## config.mk

```make
export PLATFORM = sky130hd
export DESIGN_NAME = rr_arbiter8
export DESIGN_NICKNAME = d
export VERILOG_FILES = /design/src/rtl/rr_arbiter8_pkg.sv /design/src/rtl/rr_pick8.sv /design/src/rtl/rr_arbiter8.sv
export SDC_FILE = /design/constraint.sdc
export NUM_CORES = 1
export LEC_CHECK = 0
export BUFFER_PORTS_ARGS = -buffer_cell sky130_fd_sc_hd__buf_4
export CELL_PAD_IN_SITES_DETAIL_PLACEMENT = 0
export CELL_PAD_IN_SITES_GLOBAL_PLACEMENT = 1
export CORE_MARGIN = 2
export CORE_UTILIZATION = 38
export DETAILED_ROUTE_END_ITERATION = 16
export PLACE_DENSITY = 0.84
export SYNTH_ARGS = -nofsm -noshare
export SYNTH_HDL_FRONTEND = slang
export SYNTH_HIERARCHICAL = 1
export SYNTH_SLANG_ARGS = --single-unit
export TNS_END_PERCENT = 1
```

## constraint.sdc

```tcl
create_clock -name clk -period 1.9 [get_ports clk]
set_clock_uncertainty 0.1 [all_clocks]
set_input_delay 0.285 -clock clk [delete_from_list [all_inputs] [get_ports clk]]
set_output_delay 0.285 -clock clk [all_outputs]
set_load 0.03 [all_outputs]
```

## src/rtl/rr_arbiter8_pkg.sv

```systemverilog
// Shared definitions for the 8-way round-robin arbiter and its downstream
// 8-to-3 one-hot encoder.
package rr_arbiter8_pkg;

  localparam int NREQ = 8;

  typedef enum logic {
    IDLE = 1'b0,
    BUSY = 1'b1
  } state_t;

  // Index of the set bit in a one-hot vector; zero when the vector is empty.
  function automatic logic [2:0] onehot_to_idx(input logic [NREQ-1:0] oh);
    logic [2:0] idx;
    idx = 3'd0;
    for (int i = 0; i < NREQ; i++) begin
      if (oh[i]) idx = 3'(i);
    end
    return idx;
  endfunction

endpackage

```

## src/rtl/rr_pick8.sv

```systemverilog
// Combinational round-robin pick: the first requester at or above ptr,
// wrapping 7->0, returned one-hot.
module rr_pick8
  import rr_arbiter8_pkg::*;
(
  input  logic [NREQ-1:0] req,
  input  logic [2:0]      ptr,
  output logic [NREQ-1:0] pick
);

  logic [NREQ-1:0]   mask;
  logic [2*NREQ-1:0] dbl;
  logic [2*NREQ-1:0] lowest;

  // Lower half keeps only requesters at/above ptr; the upper half supplies
  // the wrapped candidates, so the lowest set bit of the pair is the winner.
  always_comb begin
    mask   = ~((NREQ'(1) << ptr) - NREQ'(1));
    dbl    = {req, req & mask};
    lowest = dbl & (-dbl);
    pick   = lowest[NREQ-1:0] | lowest[2*NREQ-1:NREQ];
  end

endmodule

```

## src/rtl/rr_arbiter8.sv

```systemverilog
// Eight-requester round-robin arbiter with registered one-hot-or-zero grant,
// owner release and bounded hold time.
module rr_arbiter8
  import rr_arbiter8_pkg::*;
#(
  parameter int MAX_HOLD = 16
) (
  input  logic            clk,
  input  logic            rst_n,
  input  logic [NREQ-1:0] req,
  input  logic            release_pulse,
  output logic [NREQ-1:0] grant,
  output logic            grant_valid,
  output logic            timeout
);

  localparam int CNT_W = (MAX_HOLD > 0) ? $clog2(MAX_HOLD + 1) : 1;
  localparam logic [CNT_W-1:0] CNT_LAST = CNT_W'((MAX_HOLD > 0) ? MAX_HOLD - 1 : 0);

  state_t          state, state_next;
  logic [2:0]      ptr, ptr_next;
  logic [CNT_W-1:0] cnt, cnt_next;
  logic [NREQ-1:0] grant_next;
  logic [NREQ-1:0] pick;
  logic            timeout_next;
  logic            hold_expired;

  rr_pick8 u_pick (
    .req  (req),
    .ptr  (ptr),
    .pick (pick)
  );

  always_comb begin
    state_next   = state;
    ptr_next     = ptr;
    cnt_next     = cnt;
    grant_next   = grant;
    timeout_next = 1'b0;
    hold_expired = (MAX_HOLD != 0) && (cnt == CNT_LAST);
    case (state)
      IDLE: begin
        grant_next = '0;
        if (req != '0) begin
          grant_next = pick;
          cnt_next   = '0;
          state_next = BUSY;
        end
      end
      BUSY: begin
        // Release wins over a coincident expiry, so no timeout pulse then.
        if (release_pulse || hold_expired) begin
          grant_next   = '0;
          state_next   = IDLE;
          ptr_next     = onehot_to_idx(grant) + 3'd1;
          timeout_next = !release_pulse;
        end else if (cnt != '1) begin
          cnt_next = cnt + CNT_W'(1);
        end
      end
      default: state_next = IDLE;
    endcase
  end

  always_ff @(posedge clk or negedge rst_n) begin
    if (!rst_n) begin
      state       <= IDLE;
      ptr         <= 3'd0;
      cnt         <= '0;
      grant       <= '0;
      grant_valid <= 1'b0;
      timeout     <= 1'b0;
    end else begin
      state       <= state_next;
      ptr         <= ptr_next;
      cnt         <= cnt_next;
      grant       <= grant_next;
      grant_valid <= |grant_next;
      timeout     <= timeout_next;
    end
  end

endmodule

```

==> results.toml, run 1 <==
[logic_synthesis]
synth.largest_area_cell = "dfrtp_1"
async_flop_share = 1.00
synthCells = 134
yosys_warnings = 6
yosysTopAreaCellShare = 0.378
syn-num-nets = 149
yosys-top-cells-count = "dfrtp_1, nand2_1, nor2_1, a22o_1, o21ai_0"
synthFlopType = "dfrtp_1"
ys_ff_latch = 19
netlist_area_sq_um = 1260
synth_most_common_cell = "dfrtp_1"
syn_avg_cell_area_sq_um = 9.37
ys_types = 49
yosysSeqAreaShare = 0.378
synth_enable_flop_cells = 0
synth_area_leaders = "dfrtp_1, a22o_1, nand2_1"

[floorplanning]
coreArea_sq_um = 3100
dieArea_sq_um = 3780
dieHeight_microns = 61.5
io_pins = 21
initial_core_util = 0.405
num_rows = 20
die_x_microns = 61.5

[cells_and_area]
filler_cell_count = 304
final_cells = 216
drive_gt1_frac = 0.366
antenna_cells = 0
nets = 188
syn2layout_area_growth_pct = 30.6

[sta]
clock.fmax_ghz = 0.531
fin_crit_sh = 0.991
slew_headroom = 0.684
finalCriticalPeriod_ns = 1.88
max_slew.worst_pin.slew_ns = 0.470
setup_violations = 0
hold_ws_ns = 0.144
grt_setup_unrepaired = "yes"
hold_viol = 0
slew_violations = 0
fin_tns_setup_ns = 0

[placement]
post-dp-hpwl_mm = 2.39
placedCellCount = 211
globalplace.congestion = 0.825
portBuffers = 20

[clock_tree]
cts_setup_buffers = 0
clock_path_buffers = 2
clock_sinks = 19
clkTransAtPathRegs_ns = 0.10
cts_max_level = 1
insertion_delay_ns = 0.28
cts_tree = "done"
root_buffer = "clkbuf_4"
numCtsBuffers = 3

[grt]
antenna_found_initial = 0
grt_pass1_wl_mm = 5.11
grt-ovfl-total = 0
grt_max_degree = 20
grt_usage = 0.181
grt_pass1_vias = 1089

[run_status]
status = "complete, no violations"

[worst_setup_path]
crit_chain = "o21ba_2, o21bai_4, nand4_4, o21ai_1, nor4_1, nand2_1, a22o_1"
worstPathRequired_ns = 1.97
rrSetupSlack_ns = 0.02
slowest_delay_ns = 0.47
startpoint_type = "flop"
crit_path_end_kind = "flop"
r2r_cells = 7
path_class = "reg -> reg"
path_max_fanout = 8
cp_slowest_cell = "dfrtp_2"
arrival_ns = 1.96

[power]
power.density_nw_per_um2 = 1200
finalPower_uw = 1970
ir_drop_uv = 701
p_leak_uw = 0.000727

[drt]
first_pass_iters = 4
routed_wl_mm = 3.11
vias = 1170
avgViaCountPerCell = 5.42
route.detailed.drc = 0
ant_nets = 0
wl_per_cell_microns = 14.4
drt_iter0_drc = 59

[min_path]
hold_depth = 2
hp-class = "in -> reg"

[run]
max_cap_violations = 0
metrics by stage:
step / worst slack, ns / instance area (sq um) / util
floorplan: -0.0149 / 1260 / -
global placement: 0.0127 / 1570 / 0.506
detailed placement: -0.0126 / 1570 / 0.506
CTS: -0.000130 / 1620 / 0.521
global route: -0.0247 / 1640 / 0.529
finish: 0.0178 / 1640 / 0.529
cells in the final DEF (no fill, tap or decap), types with 2 or more instances in the layout:
cell type	count
buf_4	35
nand2_1	18
dfrtp_1	16
nor2_1	11
a22o_1	9
nor4_1	6
o21ai_0	6
inv_1	3
nand3_1	3
nand2b_1	3
nand3b_1	3
ha_2	3
clkbuf_4	3
dfrtp_2	3
nor3_1	3
o21ai_1	3
o31ai_1	2
a21oi_1	2
nor2b_1	2
o21ai_2	2
a31oi_1	2
o22ai_1	2
state kept, by name (all words and copies together), names as in the netlist:
name / flops
grant: 8
cnt: 5
ptr: 3
grant_valid: 1
state: 1
timeout: 1
critical path, delay by kind of cell, from the launching register on:
kind / cells / cell delay, ns
AOI/OAI and AO/OA: 4 / 0.72
and+or+nand+nor: 3 / 0.47
DFF: 1 / 0.47
cell families after synthesis:
kind of cell / share of synthesized area
adders and majority gates: 0.0398
AOI/OAI and AO/OA: 0.255
buffers and inverters: 0.0189
DFF: 0.378
xor gates and xnor gates: 0.00697
and+or+nand+nor: 0.293
muxes: 0.00797
power by group:
| part | switching, uW | internal (uW) |
|---|---|---|
| clock network | 109 | 81.3 |
| logic | 570 | 516 |
| registers | 165 | 533 |
| total | 844 | 1130 |
metal layers:
metal | track usage | part of all wire | vias to the layer above | routed length (microns)
met3 | 0.0294 | 0.048 | 2 | 149
met2 | 0.293 | 0.47 | 28 | 1470
li1 | - | - | 584 | -
met5 | 0 | 0 | - | 0
met1 | 0.261 | 0.47 | 556 | 1470
met4 | 0.0274 | 0.0068 | 0 | 21
cell type report:
type                       instances  area, sq um  area share
clock buffer                       4         26.3      0.0160
inverter                           3         11.3     0.00687
multi-input combinational        110          796       0.485
sequential                        19          479       0.292
tap                               44         55.1      0.0336
timing repair buffer              36          273       0.166
worst paths after layout:
kind	from	end
setup / recovery	ptr[1]	grant_valid
hold / removal	release_pulse	timeout
min in group asynchronous	rst_n	cnt[1]
hold reg to reg	grant[0]	grant[0]
setup reg to reg	ptr[1]	grant_valid
max in group asynchronous	rst_n	ptr[2]
what timing repair did:
item / in CTS / in global routing
hold buffers: 1 / 0
pin swaps: 2 / 0
endpoints found under the hold margin: 19 / 0
cloned: 0 / 0
resized for setup: 2 / 8
setup endpoints to repair: 5 / 9
No activity file was read; power rests on OpenSTA's default activity.
==> run 2, diff against run 1 <==
Settings changed: CORE_ASPECT_RATIO set to 0.7.
==> run 2 against run 1 <==
- the flow now finishes with violations (setup timing)
- global-route usage rose by 1.2 points
- sequential share of layout area fell by 1.4 points
- total power rose by 12%
- critical path type unchanged
- highest routed layer unchanged
==> results.toml, run 2 (synthesis results as in run 1) <==
[run_status]
status = "complete, but fails checks"
violations = "setup timing"

[clock_tree]
insertion_delay_ns = 0.26
numCtsBuffers = 3
cts_max_level = 1
clock_path_buffers = 2
cts_tree = "done"
clock_sinks = 19
clkTransAtPathRegs_ns = 0.07
root_buffer = "clkbuf_8"

[min_path]
hold_depth = 2
holdCritStartpoint = "release_pulse"
hp-class = "in -> reg"
hold_end = "timeout"

[worst_setup_path]
rrSetupSlack_ns = -0.02
startpoint_type = "flop"
arrival_ns = 2.00
path_class = "reg -> reg"
worstReg2RegStart = "cnt[0]"
path_max_fanout = 4
r2r_cells = 6
cp_slowest_cell = "or4b_4"
startpoint = "cnt[0]"
crit_path_end_kind = "flop"
worstPathRequired_ns = 1.99
rr_endpoint = "cnt[4]"
crit_chain = "ha_2, and3_4, ha_4, or4b_4, a2bb2oi_2, o21ai_1"
slowest_delay_ns = 0.54

[placement]
portBuffers = 20
dp_worst_setup_slack_ns = -0.0618
post-dp-hpwl_mm = 2.61
placement.cell_area_sq_um = 1570
globalplace.congestion = 0.874

[floorplanning]
initial_core_util = 0.399
coreArea_sq_um = 3150
num_rows = 17
dieHeight_microns = 52.1
dieArea_sq_um = 3790
die_x_microns = 72.7
io_pins = 21

[drt]
vias = 1244
wl_per_cell_microns = 16.5
first_pass_iters = 4
ant_nets = 0
routed_wl_mm = 3.50
route.detailed.drc = 0
drt_iter0_drc = 112
avgViaCountPerCell = 5.87

[grt]
grt-ovfl-total = 0
grt_usage = 0.194
antenna_found_initial = 0
grt_max_degree = 20
grt_pass1_wl_mm = 5.46
grt_pass1_vias = 1130

[cells_and_area]
syn2layout_area_growth_pct = 36.9
reg.largest.list = "grant (8), cnt (5), ptr (3)"
largest_reg_flops = 8
regMostFlops = "grant"
final_common_cell = "buf_4"
filler_cell_count = 289
drive_gt1_frac = 0.402
multi_input_area_sq_um = 836
antenna_cells = 0
final_cell_mix = "buf_4, nand2_1, dfrtp_1"
final_area_sq_um = 1720
nets = 190
seq_area_sq_um = 478

[sta]
finalCriticalPeriod_ns = 1.92
setup_violations = 2
grt_setup_unrepaired = "yes"
hold_viol = 0
setup_ws_ns = -0.0159
fin_tns_setup_ns = -0.0279
max_slew.worst_pin.slew_ns = 0.609
slew_violations = 0
clock.fmax_ghz = 0.522
slew_headroom = 0.590
fin_crit_sh = 1.01
hold_ws_ns = 0.155

[power]
power.density_nw_per_um2 = 1280
ir_drop_uv = 800
p_leak_uw = 0.000757

[run]
max_cap_violations = 0
## run 2: critical path, delay by kind of cell (launching register included)
kind            cells  cell delay [ns]
simple gates        2             0.74
flops               1             0.39
fa+ha+maj           2             0.38
compound gates      2             0.23
## run 2: area by class of cell
| class | instances | share of cell area |
|---|---|---|
| well taps | 38 | 0.0277 |
| multi-input cells | 110 | 0.486 |
| inverters | 3 | 0.00655 |
| repair buffers | 38 | 0.175 |
| clock inverters | 1 | 0.00291 |
| clock buffers | 3 | 0.0240 |
| flip-flops and latches | 19 | 0.278 |
## run 2: where the power goes
part | internal [uW] | switching (uW)
combinational | 584 | 626
sequential | 532 | 180
clock | 146 | 139
total | 1260 | 944
## run 2: metrics by stage
step                cells  utilization  total power (uW)
floorplan             134            -              1360
global placement      206        0.499              1760
detailed placement    206        0.499              1800
CTS                   211        0.519              2090
global route          212        0.546              2340
finish                212        0.546              2210
## run 2: worst max path at each step
stage,endpoint,cells past startpoint
final,cnt[4],6
after global routing,grant_valid,7
after CTS,cnt[3],6
after detailed placement,cnt[1],7
after global placement,cnt[4],6
after floorplan,cnt[3],6
## run 2: routing by layer
layer,GRT usage,vias to the layer above,routed length (microns)
met5,0,-,0
met2,0.280,49,1580
met1,0.283,605,1670
met4,0.0340,0,7
li1,-,588,-
met3,0.0620,2,235
## run 2: what timing repair did
action                     4_1_cts  5_1_grt
hold endpoints to repair        19        0
resized for setup                1       16
setup endpoints to repair        7        9
setup buffers                    0        1
pin swaps                        1        2
hold buffers                     1        0
==> run 3, diff against run 2 <==
Settings changed: CORE_MARGIN 2 to unset, REMOVE_ABC_BUFFERS set to 1, SETUP_SLACK_MARGIN set to 0.3.
==> run 3 against run 2 <==
- the run ends with DRC, setup timing left
- combinational power about the same
- final cell count up 3.8%
- first-iteration DRC count grew 56%
- global-route usage increased by 2.3 points
- critical path type unchanged
==> results.toml, run 3 (synthesis results as in run 1) <==
[drt]
route.detailed.drc = 2
routed_wl_mm = 3.46
first_pass_iters = 10
vias = 1252
avgViaCountPerCell = 5.69
wl_per_cell_microns = 15.7
ant_nets = 0
drt_iter0_drc = 175

[placement]
dp_worst_setup_slack_ns = -0.102
globalplace.congestion = 0.910
portBuffers = 20
post-dp-hpwl_mm = 2.54
placement.cell_area_sq_um = 1610

[clock_tree]
cts_max_level = 1
insertion_delay_ns = 0.26
cts_tree = "done"
root_buffer = "clkbuf_8"
clkTransAtPathRegs_ns = 0.07
clock_sinks = 19
clock_path_buffers = 2
numCtsBuffers = 3

[grt]
antenna_found_initial = 0
grt_max_degree = 20
grt_pass1_wl_mm = 5.92
grt_pass1_vias = 1196
grt-ovfl-total = 0
grt_usage = 0.217

[cells_and_area]
final_area_sq_um = 1770
largest_reg_flops = 8
regMostFlops = "grant"
drive_gt1_frac = 0.418
final_common_cell = "buf_4"
final_cell_mix = "buf_4, nand2_1, dfrtp_1"
nets = 198
antenna_cells = 0
reg.largest.list = "grant (8), cnt (5), ptr (3)"
syn2layout_area_growth_pct = 41.2

[power]
p_leak_uw = 0.000788
ir_drop_uv = 674
power.density_nw_per_um2 = 1250

[sta]
fin_crit_sh = 1.00
max_slew.worst_pin.slew_ns = 0.500
hold_ws_ns = 0.167
slew_headroom = 0.664
finalCriticalPeriod_ns = 1.90
setup_ws_ns = -0.00234
setup_violations = 1
grt_setup_unrepaired = "yes"
hold_viol = 0
clock.fmax_ghz = 0.526
slew_violations = 0

[min_path]
hp-class = "in -> reg"

[worst_setup_path]
slowest_delay_ns = 0.56
rr_endpoint = "cnt[4]"
crit_chain = "ha_2, and3_4, ha_4, or4b_4, a2bb2oi_2, o21ai_1"
worstReg2RegStart = "cnt[1]"
path_class = "reg -> reg"
startpoint = "cnt[1]"
startpoint_type = "flop"
r2r_cells = 6
critPathBufInv = 0
cp_num_cells = 6
rrSetupSlack_ns = -0.002
cp_slowest_cell = "or4b_4"
arrival_ns = 1.99
crit_end = "cnt[4]"
path_max_fanout = 3
worstPathRequired_ns = 1.99
crit_family = "simple AND/OR/NAND/NOR gates"
crit_path_end_kind = "flop"

[run_status]
violations = "DRC, setup timing"
status = "complete, but fails checks"

[floorplanning]
dieHeight_microns = 50.1
initial_core_util = 0.399
die_x_microns = 70.7
dieArea_sq_um = 3540
coreArea_sq_um = 3150
num_rows = 17
io_pins = 21

[run]
max_cap_violations = 0
==> run 3: cell types whose count changed in the layout (fill, tap and decap cells not counted), sizes merged <==
cell,change
buf,+8
clkbuf,+1
clkinv,-1
==> run 3: final cells by class <==
class / instances / area [sq um]
tap: 38 / 47.5
timing repair buffer: 46 / 352
fill: 265 / 1370
inverter: 3 / 11.3
sequential: 19 / 479
multi-input combinational: 110 / 840
clock buffer: 4 / 45.0
==> run 3: what timing repair did <==
action | in CTS | in global routing
hold endpoints to repair | 19 | 0
cloned | 0 | 0
buffers inserted | 1 | 2
hold buffers | 1 | 0
gates resized for setup | 15 | 8
pin swaps | 3 | 4
endpoints found under the setup margin | 19 | 19
==> run 3: worst register-to-register path, cell delays in order (launching register included) <==
cell,delay [ns]
dfrtp_1,0.39
ha_2,0.19
and3_4,0.20
ha_4,0.16
or4b_4,0.56
a2bb2oi_2,0.15
o21ai_1,0.07
==> run 3: stage by stage <==
stage                      util  cells  power, uW  setup TNS [ns]
after global routing      0.564    220       2370          -0.507
final                     0.564    220       2220        -0.00234
after floorplan               -    132       1340          -0.385
after CTS                 0.548    218       2150               0
after global placement    0.510    212       1790          -0.186
after detailed placement  0.510    212       1820          -0.579
==> run 3: routing by layer <==
layer  track usage  share of wire
met5             0              0
met4        0.0267         0.0084
met3        0.0634          0.077
met2         0.333           0.42
met1         0.310           0.50
==> run 3: where the power goes <==
part	leakage (uW)	internal (uW)	switching, uW
Sequential	0.000247	534	163
Combinational	0.000518	599	642
Clock	0.0000228	149	129
Total	0.000788	1280	934
==> run 3: worst min-delay path by stage <==
stage | startpoint | to | slack, ns | cells after the start
after global placement | rst_n | cnt[3] | 0.07 | 1
after global routing | release_pulse | timeout | 0.16 | 2
after floorplan | rst_n | cnt[0] | -0.11 | 0
final | release_pulse | timeout | 0.17 | 2
after detailed placement | rst_n | cnt[4] | 0.08 | 1
after CTS | release_pulse | timeout | 0.15 | 2
